### src/rtl/sisc_mc.sv
// sisc_mc: parametrised multi-cycle SISC core with req/ack instruction and data ports.
// Execution is strictly sequential; HALT is left only through reset.
module sisc_mc #(
    parameter int DW   = 32,
    parameter int AW   = 16,
    parameter int NREG = 16
) (
    input  logic          clk,
    input  logic          rst_f,
    output logic          imem_req,
    output logic [AW-1:0] imem_addr,
    input  logic          imem_ack,
    input  logic [31:0]   imem_rdata,
    output logic          dmem_req,
    output logic          dmem_we,
    output logic [AW-1:0] dmem_addr,
    output logic [DW-1:0] dmem_wdata,
    input  logic          dmem_ack,
    input  logic [DW-1:0] dmem_rdata,
    output logic [AW-1:0] pc_out,
    output logic [3:0]    stat_out,
    output logic          halted,
    output logic          retire
);
    localparam int IW = (NREG > 1) ? $clog2(NREG) : 1;

    localparam logic [3:0] OP_ALU_R = 4'h1;
    localparam logic [3:0] OP_ALU_I = 4'h2;
    localparam logic [3:0] OP_LOD   = 4'h3;
    localparam logic [3:0] OP_STR   = 4'h4;
    localparam logic [3:0] OP_BRA   = 4'h5;
    localparam logic [3:0] OP_HLT   = 4'hF;

    // state    | meaning
    // S_FETCH  | imem request outstanding, wait for ack
    // S_DECODE | read operands into A/B
    // S_EXEC   | ALU/branch/halt complete; loads/stores latch address
    // S_MEM    | dmem request outstanding, wait for ack
    // S_HALT   | stopped until reset
    typedef enum logic [2:0] {S_FETCH, S_DECODE, S_EXEC, S_MEM, S_HALT} state_t;

    state_t        state_q, state_d;
    logic [AW-1:0] pc_q, pc_d;
    logic [31:0]   ir_q, ir_d;
    logic [3:0]    stat_q, stat_d;
    logic [DW-1:0] a_q, a_d;
    logic [DW-1:0] b_q, b_d;
    logic [AW-1:0] addr_q, addr_d;
    logic [DW-1:0] wdata_q, wdata_d;
    logic [DW-1:0] regs_q [NREG];
    logic [DW-1:0] regs_d [NREG];

    logic [3:0]    opcode, mm, rd, rs, rt;
    logic [DW-1:0] imm_ext, opnd, alu_res, wr_data;
    logic [DW:0]   sum;
    logic          alu_ok, alu_c, alu_v, wr_en;

    assign opcode  = ir_q[31:28];
    assign mm      = ir_q[27:24];
    assign rd      = ir_q[23:20];
    assign rs      = ir_q[19:16];
    assign rt      = ir_q[15:12];
    assign imm_ext = DW'(ir_q[15:0]);
    assign opnd    = (opcode == OP_ALU_I) ? imm_ext : b_q;

    function automatic logic [DW-1:0] reg_read(input logic [3:0] idx);
        return (idx != 4'd0 && int'(idx) < NREG) ? regs_q[idx[IW-1:0]] : '0;
    endfunction

    always_ff @(posedge clk) begin
        if (!rst_f) begin
            state_q <= S_FETCH;
            pc_q    <= '0;
            ir_q    <= '0;
            stat_q  <= '0;
            a_q     <= '0;
            b_q     <= '0;
            addr_q  <= '0;
            wdata_q <= '0;
            for (int i = 0; i < NREG; i++) regs_q[i] <= '0;
        end else begin
            state_q <= state_d;
            pc_q    <= pc_d;
            ir_q    <= ir_d;
            stat_q  <= stat_d;
            a_q     <= a_d;
            b_q     <= b_d;
            addr_q  <= addr_d;
            wdata_q <= wdata_d;
            regs_q  <= regs_d;
        end
    end

    always_comb begin
        state_d = state_q;
        case (state_q)
            S_FETCH:  if (imem_ack) state_d = S_DECODE;
            S_DECODE: state_d = S_EXEC;
            S_EXEC: begin
                if (opcode == OP_LOD || opcode == OP_STR) state_d = S_MEM;
                else if (opcode == OP_HLT)                state_d = S_HALT;
                else                                      state_d = S_FETCH;
            end
            S_MEM:    if (dmem_ack) state_d = S_FETCH;
            S_HALT:   state_d = S_HALT;
            default:  state_d = S_FETCH;
        endcase
    end

    always_comb begin
        alu_ok  = 1'b1;
        alu_res = '0;
        alu_c   = 1'b0;
        alu_v   = 1'b0;
        sum     = '0;
        case (mm)
            4'd0: begin
                sum     = {1'b0, a_q} + {1'b0, opnd};
                alu_res = sum[DW-1:0];
                alu_c   = sum[DW];
                alu_v   = (a_q[DW-1] == opnd[DW-1]) && (alu_res[DW-1] != a_q[DW-1]);
            end
            4'd1: begin
                // borrow lands in the extra bit; carry flag is its inverse
                sum     = {1'b0, a_q} - {1'b0, opnd};
                alu_res = sum[DW-1:0];
                alu_c   = ~sum[DW];
                alu_v   = (a_q[DW-1] != opnd[DW-1]) && (alu_res[DW-1] != a_q[DW-1]);
            end
            4'd2:    alu_res = a_q & opnd;
            4'd3:    alu_res = a_q | opnd;
            4'd4:    alu_res = a_q ^ opnd;
            default: alu_ok  = 1'b0;
        endcase
    end

    always_comb begin
        pc_d    = pc_q;
        ir_d    = ir_q;
        stat_d  = stat_q;
        a_d     = a_q;
        b_d     = b_q;
        addr_d  = addr_q;
        wdata_d = wdata_q;
        wr_en   = 1'b0;
        wr_data = alu_res;
        case (state_q)
            S_FETCH: begin
                if (imem_ack) begin
                    ir_d = imem_rdata;
                    pc_d = pc_q + AW'(1);
                end
            end
            S_DECODE: begin
                a_d = reg_read(rs);
                b_d = (opcode == OP_STR) ? reg_read(rd) : reg_read(rt);
            end
            S_EXEC: begin
                case (opcode)
                    OP_ALU_R, OP_ALU_I: begin
                        if (alu_ok) begin
                            wr_en  = 1'b1;
                            stat_d = {alu_c, alu_res[DW-1], alu_res == '0, alu_v};
                        end
                    end
                    OP_BRA: begin
                        if (mm == 4'd0 || (stat_q & mm) != 4'd0) pc_d = imm_ext[AW-1:0];
                    end
                    OP_LOD, OP_STR: begin
                        addr_d  = a_q[AW-1:0] + imm_ext[AW-1:0];
                        wdata_d = b_q;
                    end
                    default: ;
                endcase
            end
            S_MEM: begin
                if (dmem_ack && opcode == OP_LOD) begin
                    wr_en   = 1'b1;
                    wr_data = dmem_rdata;
                end
            end
            default: ;
        endcase
    end

    always_comb begin
        regs_d = regs_q;
        if (wr_en && rd != 4'd0 && int'(rd) < NREG) regs_d[rd[IW-1:0]] = wr_data;
    end

    // Outputs are forced idle while rst_f is low so no request leaks during reset.
    always_comb begin
        imem_req   = rst_f && (state_q == S_FETCH);
        imem_addr  = pc_q;
        dmem_req   = rst_f && (state_q == S_MEM);
        dmem_we    = dmem_req && (opcode == OP_STR);
        dmem_addr  = addr_q;
        dmem_wdata = wdata_q;
        pc_out     = pc_q;
        stat_out   = stat_q;
        halted     = rst_f && (state_q == S_HALT);
        retire     = rst_f && (((state_q == S_EXEC) && opcode != OP_LOD && opcode != OP_STR)
                               || ((state_q == S_MEM) && dmem_ack));
    end
endmodule
### config.mk
export PLATFORM = sky130hd
export DESIGN_NAME = sisc_mc
export DESIGN_NICKNAME = d
export VERILOG_FILES = /design/src/rtl/sisc_mc.sv
export SDC_FILE = /design/constraint.sdc
export NUM_CORES = 2
export LEC_CHECK = 0
export BUFFER_PORTS_ARGS = -buffer_cell sky130_fd_sc_hd__buf_2
export CAP_MARGIN = 20
export CORE_ASPECT_RATIO = 0.6
export CORE_UTILIZATION = 26
export CTS_CLUSTER_SIZE = 24
export DETAILED_ROUTE_END_ITERATION = 12
export SKIP_CTS_REPAIR_TIMING = 1
export SLEW_MARGIN = 20
export SYNTH_ARGS = -nofsm -noshare
export SYNTH_HDL_FRONTEND = slang
export SYNTH_SLANG_ARGS = --single-unit
export TNS_END_PERCENT = 100
### constraint.sdc
create_clock -name clk -period 4.2 [get_ports clk]
set_input_delay 0.21 -clock clk [delete_from_list [all_inputs] [get_ports clk]]
set_output_delay 0.21 -clock clk [all_outputs]
set_load 0.01 [all_outputs]
==> metrics.cfg <==
[die]
initial_core_util = 0.2628
die_h_um = 315.2
core-area_sq_um = 161800
rows = 114
ioPinCount = 157
die_area_sq_um = 165200
fp.dieW_um = 524.0

[synthesis]
netlist_area_sq_um = 42510
synth_cell_type_count = 100
async_flop_share = 0
yosys.area.top_type_share = 0.3197
synth_area_per_cell_sq_um = 9.013
synth_cells = 4717
yosys_warnings = 0
yosysSeqAreaShare = 0.3197
synth_nets = 4910
netlist_top_cells_area = dfxtp_1, mux4_2, nand2_1
synthFlopType = dfxtp_1
synth_edf_count = 0
synth.largest_area_cell = dfxtp_1
synth-seq-cells = 679

[drt]
drt_pass1_iterations = 6
drt_wl_total_um = 185500
antenna_left = 0
drcViolationCount = 0
drt-initial-drc-count = 6289
num_vias = 40811
wl_per_cell_um = 25.59
vias_per_cell = 5.631

[critical_path]
start_kind = flop
reg2reg_depth = 22
cp_cell_sequence = nor2_4 > nand3b_1 > buf_8 > buf_12 > buf_8 > nand2_1 > buf_4 > inv_1 > ha_1 > a21oi_1 > o21ai_1 > or4_4 > a311oi_4 > o21ai_2 > a21oi_4 > buf_6 > o2111a_2 > nor2_4 > o211ai_4 > buf_6 > clkbuf_16 > o21ai_2
slowest_delay_ps = 580
rr_endpoint = regs_q[383]
crit_path_start = ir_q[31]
worstSetupPathType = flop to flop
arrival_ps = 5310
r2r_slack_ps = -540
crit_slowest_cell = or4_4
path_max_fanout = 12
worstSetupEndpointType = flop
r2r-start = ir_q[31]
crit_required_ps = 4770

[timing]
fmax_mhz = 210.9
setup_viol = 263
period_needed_ps = 4742
worst_slack_ps = -542.1
report.final.slew_viol_count = 0
skew_ps = 54.38
tightest_slew_ps = 1201
hold_viol_final = 0
fin_tns_setup_ps = -42760
rsz0062_at_grt = true
relSlewSlack = 0.1961
fin_crit_sh = 1.129

[hold_path]
worstHoldStart = dmem_rdata[26]
holdPathEnd = regs_q[474]
hold_class = primary input to flop
hold_path_depth = 4

[status]
status = finished with violations
violations = setup timing

[placement]
place_ws_ps = -785.7
hpwlAfterDp_um = 122500
gp_congestion = 0.9768
port_buffers = 156

[clocking]
cts_buffers = 59
clock_sinks = 679
clk_path_buf_depth = 3
cts_tree = done
path_clk_slew_ps = 80
root_buffer = clkbuf_16
insertion_delay_ps = 700
htree_levels = 2

[power_and_ir_drop]
irDropWorstVdd_v = 0.0003585
leakage_nw = 18.42
cellPowerDensity_nw_per_um2 = 293.9

[grt]
grt_antenna_before_repair = 6
grt_pass1_vias = 37154
grt_pass1_wl_um = 261200
overflow = 0
grt_max_degree = 134
grt_use_total = 0.2147

[finish]
diodes = 0
regArea_sq_um = 13640
area.growth.synth_to_final_pct = 24.62
multiInputGateArea_sq_um = 28490
num-fill-cells = 16574
drive_gt1_frac = 0.3209
finalNetCount = 5249

[run]
maxCapViolCount = 0

==> state kept, by name, summed over array words and instances (netlist names) <==
| register | cells |
|---|---|
| imem_addr | 16 |
| dmem_addr | 16 |
| regs_q | 512 |
| stat_out | 4 |
| dmem_wdata | 32 |
| a_q | 32 |
| b_q | 32 |
| ir_q | 32 |
| state_q | 3 |
==> final cells by class <==
cell class / instances / area share
Timing Repair Buffer: 712 / 0.1093
Clock inverter: 34 / 0.006612
Sequential cell: 679 / 0.2574
Tap cell: 2146 / 0.05068
Inverter: 105 / 0.007793
Multi-Input combinational cell: 3499 / 0.5377
Clock buffer: 72 / 0.03049
==> how the worst max path moves through the flow <==
stage                             end  slack [ps]  cells past startpoint
after global placement    regs_q[478]        -670                     21
after CTS                  regs_q[62]        -860                     21
after floorplan           regs_q[287]           8                     19
final                     regs_q[383]        -540                     22
after detailed placement   regs_q[62]        -790                     21
after global routing      regs_q[287]        -640                     22
==> synth_stat cells, types with 11 or more instances <==
| library cell | number |
|---|---|
| a22oi_1 | 44 |
| nand3_1 | 57 |
| a211oi_1 | 30 |
| inv_1 | 103 |
| nand4_1 | 16 |
| o21ai_2 | 11 |
| nor3_1 | 38 |
| clkbuf_1 | 328 |
| o21bai_1 | 16 |
| ha_1 | 122 |
| a311oi_1 | 34 |
| and3_1 | 19 |
| or3_1 | 16 |
| nor2_1 | 391 |
| buf_4 | 17 |
| a21o_1 | 17 |
| o21ai_0 | 110 |
| nand2b_1 | 53 |
| o21a_1 | 37 |
| a21oi_1 | 587 |
| buf_1 | 44 |
| and2_1 | 72 |
| nor2b_1 | 23 |
| nor4_1 | 19 |
| a31oi_1 | 17 |
| xnor2_1 | 13 |
| dfxtp_1 | 679 |
| buf_2 | 46 |
| nand2_1 | 1066 |
| or2_2 | 12 |
| mux4_2 | 480 |
==> cells by family after synthesis <==
group	count (synthesis)	synth area share
and+or+nand+nor	1824	0.1825
AOI/OAI and AO/OA	1033	0.1477
DFF	679	0.3197
buffers and inverters	541	0.05080
muxes	493	0.2575
adders and majority gates	125	0.03732
xor gates and xnor gates	22	0.004532
==> worst max-delay path: cells and delay by family, from the launching register on <==
family          cells  cell delay [ps]
fa+ha+maj           1              190
flops               1              370
compound gates      8             1670
simple gates        5             1150
buf+inv             8             1220
==> stage by stage <==
| stage | hold slack, ps | std cells | util | total power, mW | area [sq um] |
|---|---|---|---|---|---|
| 6_report | 31.20 | 7247 | 0.3276 | 15.57 | 52980 |
| 5_1_grt | 58.54 | 7247 | 0.3276 | 15.99 | 52980 |
| 4_1_cts | -308.1 | 7163 | 0.3118 | 15.16 | 50430 |
| 3_5_place_dp | 445.5 | 7057 | 0.2996 | 9.338 | 48460 |
| 3_3_place_gp | 440.9 | 7057 | 0.2996 | 9.330 | 48460 |
| 2_1_floorplan | 346.0 | 4717 | - | 8.064 | 42530 |
==> report_power, final <==
group / total, mW / switching [mW] / internal [mW]
registers: 6.64 / 0.158 / 6.48
logic: 3.03 / 1.81 / 1.22
clock network: 5.91 / 2.90 / 3.01
==> cell usage in the layout, fill, tap and decap left out, drive strengths merged, types with 44 or more instances in the layout <==
cell,n
clkbuf,78
a22oi,44
a21oi,593
ha,122
nand2,1066
mux4,480
inv,108
dfxtp,679
nand2b,53
nor2,392
buf,673
nand3,57
o21ai,130
and2,72
==> layer usage <==
layer / vias up / routed length, um / track usage
li1: 17599 / - / -
met1: 20143 / 79850 / 0.3228
met2: 2738 / 71680 / 0.2785
met3: 325 / 28730 / 0.08147
met4: 6 / 5178 / 0.05655
met5: - / 36 / 0
Note: power is estimated with default switching activity, not from simulation.
